--- src/rtl/divisor_peso.sv ---
// Sell-by-value divider: weight in grams = floor(precoAlvo*1000 / centimos).
// Restoring divider, one quotient bit per clock, with a start/busy/done handshake.
module divisor_peso #(
  parameter int QW = 12,
  parameter int DW = 29
) (
  input  logic          clk,
  input  logic          reset,
  input  logic          start,
  input  logic [18:0]   precoAlvo,
  input  logic [QW-1:0] centimos,
  output logic [QW-1:0] weightInGrams,
  output logic [QW-1:0] resto,
  output logic          busy,
  output logic          done,
  output logic          sat,
  output logic          divZero
);

  localparam int CW = $clog2(DW);

  localparam logic [1:0] IDLE   = 2'd0;
  localparam logic [1:0] LOAD   = 2'd1;
  localparam logic [1:0] DIV    = 2'd2;
  localparam logic [1:0] FINISH = 2'd3;

  typedef struct packed {
    logic [18:0]   preco;
    logic [QW-1:0] cent;
  } req_t;

  logic [1:0]    state;
  req_t          req;
  logic [DW-1:0] dvd;   // dividend on entry, quotient once all bits are shifted through
  logic [QW-1:0] rem;
  logic [CW-1:0] cnt;

  logic [DW-1:0] pe;
  logic [DW-1:0] x1000;
  logic [QW:0]   rsh;
  logic          ge;
  logic [QW:0]   rdif;
  logic [QW-1:0] rnext;
  logic          qovf;

  // *1000 as shifts and subtracts: 1024 - 16 - 8
  assign pe    = DW'(req.preco);
  assign x1000 = (pe << 10) - (pe << 4) - (pe << 3);

  // Partial remainder is always below the divisor, so the 13-bit step result fits back in QW bits.
  assign rsh   = {rem, dvd[DW-1]};
  assign ge    = rsh >= {1'b0, req.cent};
  assign rdif  = rsh - {1'b0, req.cent};
  assign rnext = ge ? rdif[QW-1:0] : rsh[QW-1:0];
  assign qovf  = |dvd[DW-1:QW];

  always_ff @(posedge clk or posedge reset) begin
    if (reset) begin
      state         <= IDLE;
      req           <= '0;
      dvd           <= '0;
      rem           <= '0;
      cnt           <= '0;
      weightInGrams <= '0;
      resto         <= '0;
      busy          <= 1'b0;
      done          <= 1'b0;
      sat           <= 1'b0;
      divZero       <= 1'b0;
    end else begin
      done <= 1'b0;
      case (state)
        IDLE: begin
          if (start) begin
            req   <= '{preco: precoAlvo, cent: centimos};
            busy  <= 1'b1;
            state <= LOAD;
          end
        end
        LOAD: begin
          dvd   <= x1000;
          rem   <= '0;
          cnt   <= CW'(DW - 1);
          state <= (req.cent == '0) ? FINISH : DIV;
        end
        DIV: begin
          rem <= rnext;
          dvd <= {dvd[DW-2:0], ge};
          cnt <= cnt - 1'b1;
          if (cnt == '0) state <= FINISH;
        end
        FINISH: begin
          done  <= 1'b1;
          busy  <= 1'b0;
          state <= IDLE;
          if (req.cent == '0) begin
            weightInGrams <= '1;
            resto         <= '0;
            sat           <= 1'b0;
            divZero       <= 1'b1;
          end else if (qovf) begin
            weightInGrams <= '1;
            resto         <= '0;
            sat           <= 1'b1;
            divZero       <= 1'b0;
          end else begin
            weightInGrams <= dvd[QW-1:0];
            resto         <= rem;
            sat           <= 1'b0;
            divZero       <= 1'b0;
          end
        end
        default: state <= IDLE;
      endcase
    end
  end

endmodule

--- config.mk ---
export PLATFORM = sky130hd
export DESIGN_NAME = divisor_peso
export DESIGN_NICKNAME = d
export VERILOG_FILES = /design/src/rtl/divisor_peso.sv
export SDC_FILE = /design/constraint.sdc
export NUM_CORES = 1
export LEC_CHECK = 0
export ABC_AREA = 1
export CELL_PAD_IN_SITES_DETAIL_PLACEMENT = 0
export CELL_PAD_IN_SITES_GLOBAL_PLACEMENT = 1
export CORE_MARGIN = 4
export CORE_UTILIZATION = 30
export CTS_CLUSTER_SIZE = 20
export DETAILED_ROUTE_END_ITERATION = 8
export PLACE_DENSITY_LB_ADDON = 0.1
export SYNTH_ARGS = -nofsm -noshare
export SYNTH_HDL_FRONTEND = slang
export SYNTH_SLANG_ARGS = --single-unit
--- constraint.sdc ---
create_clock -name clk -period 3.91 [get_ports clk]
set_input_delay 0.391 -clock clk [delete_from_list [all_inputs] [get_ports clk]]
set_output_delay 0.391 -clock clk [all_outputs]
set_load 0.05 [all_outputs]
# Word-level counts from Yosys, hierarchy flattened
# Index checks and enable logic that the tools add are counted.
op_classes:
  addsub: 4
  multipliers: 0
  div: 0
  magnitude_cmp: 1
  n_eq_ne: 5
  n_shift: 0
  muxes: 18
  bitwise: 0
  n_reduce_logical: 9
op_table:
  columns: ["operator", "count"]
  rows:
  - ["2-to-1 mux 12 bit", 5]
  - ["one-hot mux 29 bit (2 select lines)", 1]
  - ["subtractor 29 x 22 -> 29 bit", 1]
  - ["subtractor 29 x 23 -> 29 bit", 1]
  - ["one-hot mux 12 bit (2 select lines)", 1]
  - ["OR reduction 17 bit", 1]
  - [">= comparator 13 x 12 -> 1 bit", 1]
  - ["logical NOT 12 bit", 1]
  - ["subtractor 12 bit", 1]
  - ["one-hot mux 5 bit (2 select lines)", 1]
  - ["one-hot mux 2 bit (4 select lines)", 1]
  - ["2-to-1 mux 1 bit", 6]
  - ["AND reduction 2 bit", 3]
  - ["logical NOT 5 bit", 1]
  - ["subtractor 5 x 1 -> 5 bit, second input constant", 1]
  - ["equality test 2 bit, second input constant", 2]
  - ["2-to-1 mux 2 bit", 2]
  - ["!= test 2 bit, second input constant", 2]
  - ["nonzero test 2 bit", 2]
  - ["equality test 2 x 1 -> 1 bit, second input constant", 1]
  - ["logical NOT 2 bit", 1]
  - ["one-hot mux 1 bit (2 select lines)", 1]
word_totals:
  reg_bits: 107
  latchBits: 0
  mem_bits_rw: 0
  mem_bits_ro: 0
  in_bits: 34
  output_inout_bits: 28
  memories: 0

# Depth between registers and ports, before layout
depth:
  depth_word: 3
  depth_mapped: 15

# Worst setup path after synthesis
# No wires, ideal clock.
synth_timing:
  path_kind: "reg2reg"
  start: "register req, in the netlist pe[0]"
  end: "register dvd[28]"
  setup_time_ps: 118
  arrival_time_ps: 2088
  setup_slack_ps: 1704
  path_stages_with_launch: 14
  n_path_buf: 0
  period_less_slack_ps: 2206
  path_cell_list: "dfrtp_1 > inv_1 > fa_1 > inv_1 > ha_1 > nand2_1 > nor2_1 > nand4_1 > nand3_1 > nand2_1 > nand2_1 > nand2_1 > nand3_1 > nand2_1"
synth_between:
  elab_chain_len: 3
synth_rtl:
  columns: ["element", "line", "source"]
  rows:
  - ["start: declaration", "33", "req_t req;"]
  - ["start signal: assignment", "75", "req <= '{preco: precoAlvo, cent: centimos};"]
  - ["subtractor 29 x 23 -> 29 bit", "48", "assign x1000 = (pe << 10) - (pe << 4) - (pe << 3);"]
  - ["subtractor 29 x 22 -> 29 bit (*)", "48", null]
  - ["one-hot mux 29 bit (2 select lines) (*)", "72", "case (state)"]
  - ["end signal: assignment", "88", "dvd <= {dvd[DW-2:0], ge};"]
  - ["end: declaration", "34", "logic [DW-1:0] dvd;"]
# Mark *: on every way between the ends. The rest lies on a longest branch, timed or not.
# A chain may end at the register's enable or synchronous reset.

# Final worst setup path
layout_timing:
  start: "register req, in the netlist pe[0]"
  end: "register dvd[20]"
# Same word-level chain as after synthesis.

==> run_results.csv <==
group,metric,value,unit
final_layout,layout-area-overhead-vs-synth,17.07,%
cts,tritoncts_buffer_count,9,
final_layout,layout.cells.non_filler,1423,
synth,synth_fp_nets,1141,
sta,slew_headroom,29.47,%
cts,cts_repair_resize_count,0,
detailed_routing,drtAntennaViolNets,0,
final_layout,final_nets,1194,
sta,fin_tns_setup,0,ps
floorplanning,die_h,165.8,um
floorplanning,die_area,0.02749,sq mm
cts,post_cts_buffers,0,
cts,number_of_levels_in_the_clock_h_tree,3,
cts,tritoncts,"yes",
placement,port-buffer-count,61,
detailed_routing,drt_pass1_iterations,5,
synth,yosysWarningCount,0,
synth,ys_async_sr_fraction,100.0,%
synth,sequential_to_total_area_share_from_yosys_stat,35.85,%
floorplanning,initial_utilization,30.62,%
final_layout,drive_gt1_share,3.822,%
setup_path,worstSetupPathDepth,13,
run_status,run_status,"complete, no violations",
global_route,antenna_found_initial,0,
sta,fmax,0.3615,GHz
worst_hold_path,timing.hold.worst.class,"input pin to asynchronous set/reset pin",
sta,min_period,2766,ps
setup_path,top_delay_family_on_crit_path,"simple AND/OR/NAND/NOR gates",
setup_path,cp_data_required_time,4170,ps
floorplanning,core-area,0.02439,sq mm
setup_path,critical_path.slowest_cell,"sky130_fd_sc_hd__fa_1",
synth,ff_latch_count_synth,107,
synth,postSynthAreaPerCell,7.175,sq um
setup_path,critical_path.cell_chain,"inv_1 > fa_1 > inv_1 > ha_1 > nand2_1 > nor2_1 > nand4_1 > nand3_1 > nand2_1 > nand2_1 > nand2_1 > nand3_1 > nand2_1",
flow_run,cap_viol_max_count,0,
detailed_routing,detailed_route_wire_length_per_cell,15.41,um
setup_path,setup.worst_path.class,"register to register",
cts,insertion_delay,370,ps
setup_path,crit_fanout,6,
setup_path,critPathMostFrequentCell,"sky130_fd_sc_hd__nand2_1",
placement,gp_routability_congestion,0.8612,
placement,pre_cts_slack,1143,ps
detailed_routing,wl,21.93,mm
cts,root_buffer_master,"sky130_fd_sc_hd__clkbuf_16",
cts,cts.path.max_buffers,2,
floorplanning,floorplan.die.width,165.8,um
placement,place_inst,1407,
floorplanning,rows,57,
placement,hpwl,16.86,mm
sta,finalSetupViolCount,0,
global_route,grt_overflow,0,
global_route,pin_count_of_the_biggest_net_entering_global_routing,67,
cts,tritoncts_num_sinks,107,
synth,netlist_area_before_placement,0.007470,sq mm
global_route,grtUsageTotal,16.42,%
setup_path,startpoint_type,"register",
detailed_routing,detailroute.via_count,6496,
setup_path,worst_r2r_endpoint,"dvd[20]$_DFFE_PP0P_",
floorplanning,num_io_pins,62,
setup_path,reg2reg_slack,1140,ps
synth,post_synth_num_cell_types,36,
sta,final-max-slew-violation-count,0,
synth,count_of_mapped_cells_out_of_synthesis,1041,
global_route,first_global_vias,6634,
setup_path,r2r.worst_path.cells,13,
sta,timing.final.hold_violations,0,
cts,holdBufCountCts,0,
sta,final_min_period_over_clock_period,70.75,%
setup_path,timing.critical_path.slowest_cell_delay,560,ps
final_layout,antenna-diode-count,0,
sta,setup_slack,1144,ps
detailed_routing,drt_drc_violations_left,0,
detailed_routing,drt-vias-per-instance,4.565,
setup_path,critical_path.reg2reg.startpoint,"pe[0]$_DFFE_PP0P_",
cts,clk_pin_slew_worst_paths,90,ps
setup_path,critPathArrivalTime,3030,ps
synth,synth-edff-count,0,
sta,rsz0062_at_grt,"false",
sta,worstMarginPinSlew,1058,ps
setup_path,critical_path_buf_inv_count,2,
detailed_routing,drt_first_iter_violations,402,
setup_path,timing.critical_path.to_type,"register",
setup_path,worst_setup_path_startpoint,"pe[0]$_DFFE_PP0P_",
synth,synthFlopType,"sky130_fd_sc_hd__dfrtp_1",
global_route,first_pass_grt_wire_length,36.51,mm
sta,worst_clock_skew_on_the_final_layout,11.61,ps
final_layout,final_core_utilization,35.85,%
metrics by stage:
| stage | hold slack (ps) | instance area, sq um |
|---|---|---|
| floorplan | 457.2 | 7470 |
| global placement | 461.7 | 8426 |
| detailed placement | 466.2 | 8426 |
| CTS | 458.0 | 8745 |
| global route | 487.8 | 8745 |
| finish | 432.6 | 8745 |
worst register-to-register path: cells and delay by family (launching register included):
family	cells	cell delay [ps]
DFF	1	440
and+or+nand+nor	9	1110
buffers and inverters	2	220
adders and majority gates	2	900
cell usage after synthesis (2+ instances only):
library cell / number / area [sq um]
sky130_fd_sc_hd__nand2_1: 315 / 1182
sky130_fd_sc_hd__o21ai_1: 3 / 15.01
sky130_fd_sc_hd__ha_1: 53 / 663.1
sky130_fd_sc_hd__o221ai_1: 6 / 52.55
sky130_fd_sc_hd__o21ai_0: 58 / 290.3
sky130_fd_sc_hd__nand3_2: 2 / 20.02
sky130_fd_sc_hd__xnor2_1: 13 / 113.9
sky130_fd_sc_hd__nand3b_1: 3 / 22.52
sky130_fd_sc_hd__nor3_1: 4 / 20.02
sky130_fd_sc_hd__clkbuf_1: 17 / 63.81
sky130_fd_sc_hd__dfrtp_1: 107 / 2678
sky130_fd_sc_hd__nand4_1: 27 / 168.9
sky130_fd_sc_hd__inv_1: 204 / 765.7
sky130_fd_sc_hd__nand3_1: 73 / 365.4
sky130_fd_sc_hd__a21oi_1: 23 / 115.1
sky130_fd_sc_hd__buf_1: 2 / 7.510
sky130_fd_sc_hd__o21bai_1: 8 / 60.06
sky130_fd_sc_hd__buf_6: 3 / 33.78
sky130_fd_sc_hd__o21ai_2: 10 / 87.58
sky130_fd_sc_hd__nand2_2: 2 / 12.51
sky130_fd_sc_hd__buf_2: 3 / 15.01
sky130_fd_sc_hd__fa_1: 13 / 260.3
sky130_fd_sc_hd__nor2_1: 58 / 217.7
sky130_fd_sc_hd__clkinv_1: 2 / 7.510
sky130_fd_sc_hd__o22ai_1: 21 / 131.4
routing by layer:
metal,wire [um],vias to the layer above,track usage (%)
li1,-,3387,-
met1,11460,3016,24.14
met2,9703,82,26.17
met3,577,11,1.833
met4,197,0,3.551
met5,0,-,0
flip-flops by register name, summed over array words and instances, names as in the netlist, 2 cells and up:
| name | flops |
|---|---|
| cnt | 5 |
| dvd | 29 |
| pe | 19 |
| rem | 12 |
| req | 12 |
| resto | 12 |
| state | 2 |
| weightInGrams | 12 |
worst max path at each step:
stage | slack [ps] | to
final | 1140 | dvd[20]$_DFFE_PP0P_
after CTS | 1120 | dvd[20]$_DFFE_PP0P_
after detailed placement | 1140 | dvd[20]$_DFFE_PP0P_
after global placement | 1080 | dvd[20]$_DFFE_PP0P_
after global routing | 840 | dvd[5]$_DFFE_PP0P_
after floorplan | 700 | busy$_DFFE_PP0P_
kinds of logic (layout without fill, tap and decap cells):
family | Yosys count | in the layout | synth area share (%)
flops | 107 | 107 | 35.85
fa+ha+maj | 66 | 66 | 12.36
xor+xnor | 14 | 14 | 1.642
simple gates | 489 | 489 | 27.60
buf+inv | 231 | 289 | 11.96
compound gates | 134 | 134 | 10.59
area by class of cell:
type | count | area, sq um
clock buffers | 9 | 225.2
well taps | 324 | 405.4
inverters | 206 | 775.7
clock inverters | 7 | 93.84
repair buffers | 67 | 668.1
multi-input cells | 703 | 3899
flip-flops and latches | 107 | 2678
fillers | 2686 | 15650
cell usage in the layout, fill, tap and decap left out, drive strengths merged, types with 8 or more instances in the layout:
master and count:
clkbuf 9, a21oi 24, o21ai 71, nand4 28, dfrtp 107, nand2 317
inv 207, o21bai 8, xnor2 13, o22ai 21, clkdlybuf4s50 61, nand3 75
fa 13, nor2 59, ha 53
Power is left out: the tool's default activity adds up to more than one toggle a clock period on the data nets, which glitch-free logic cannot reach.
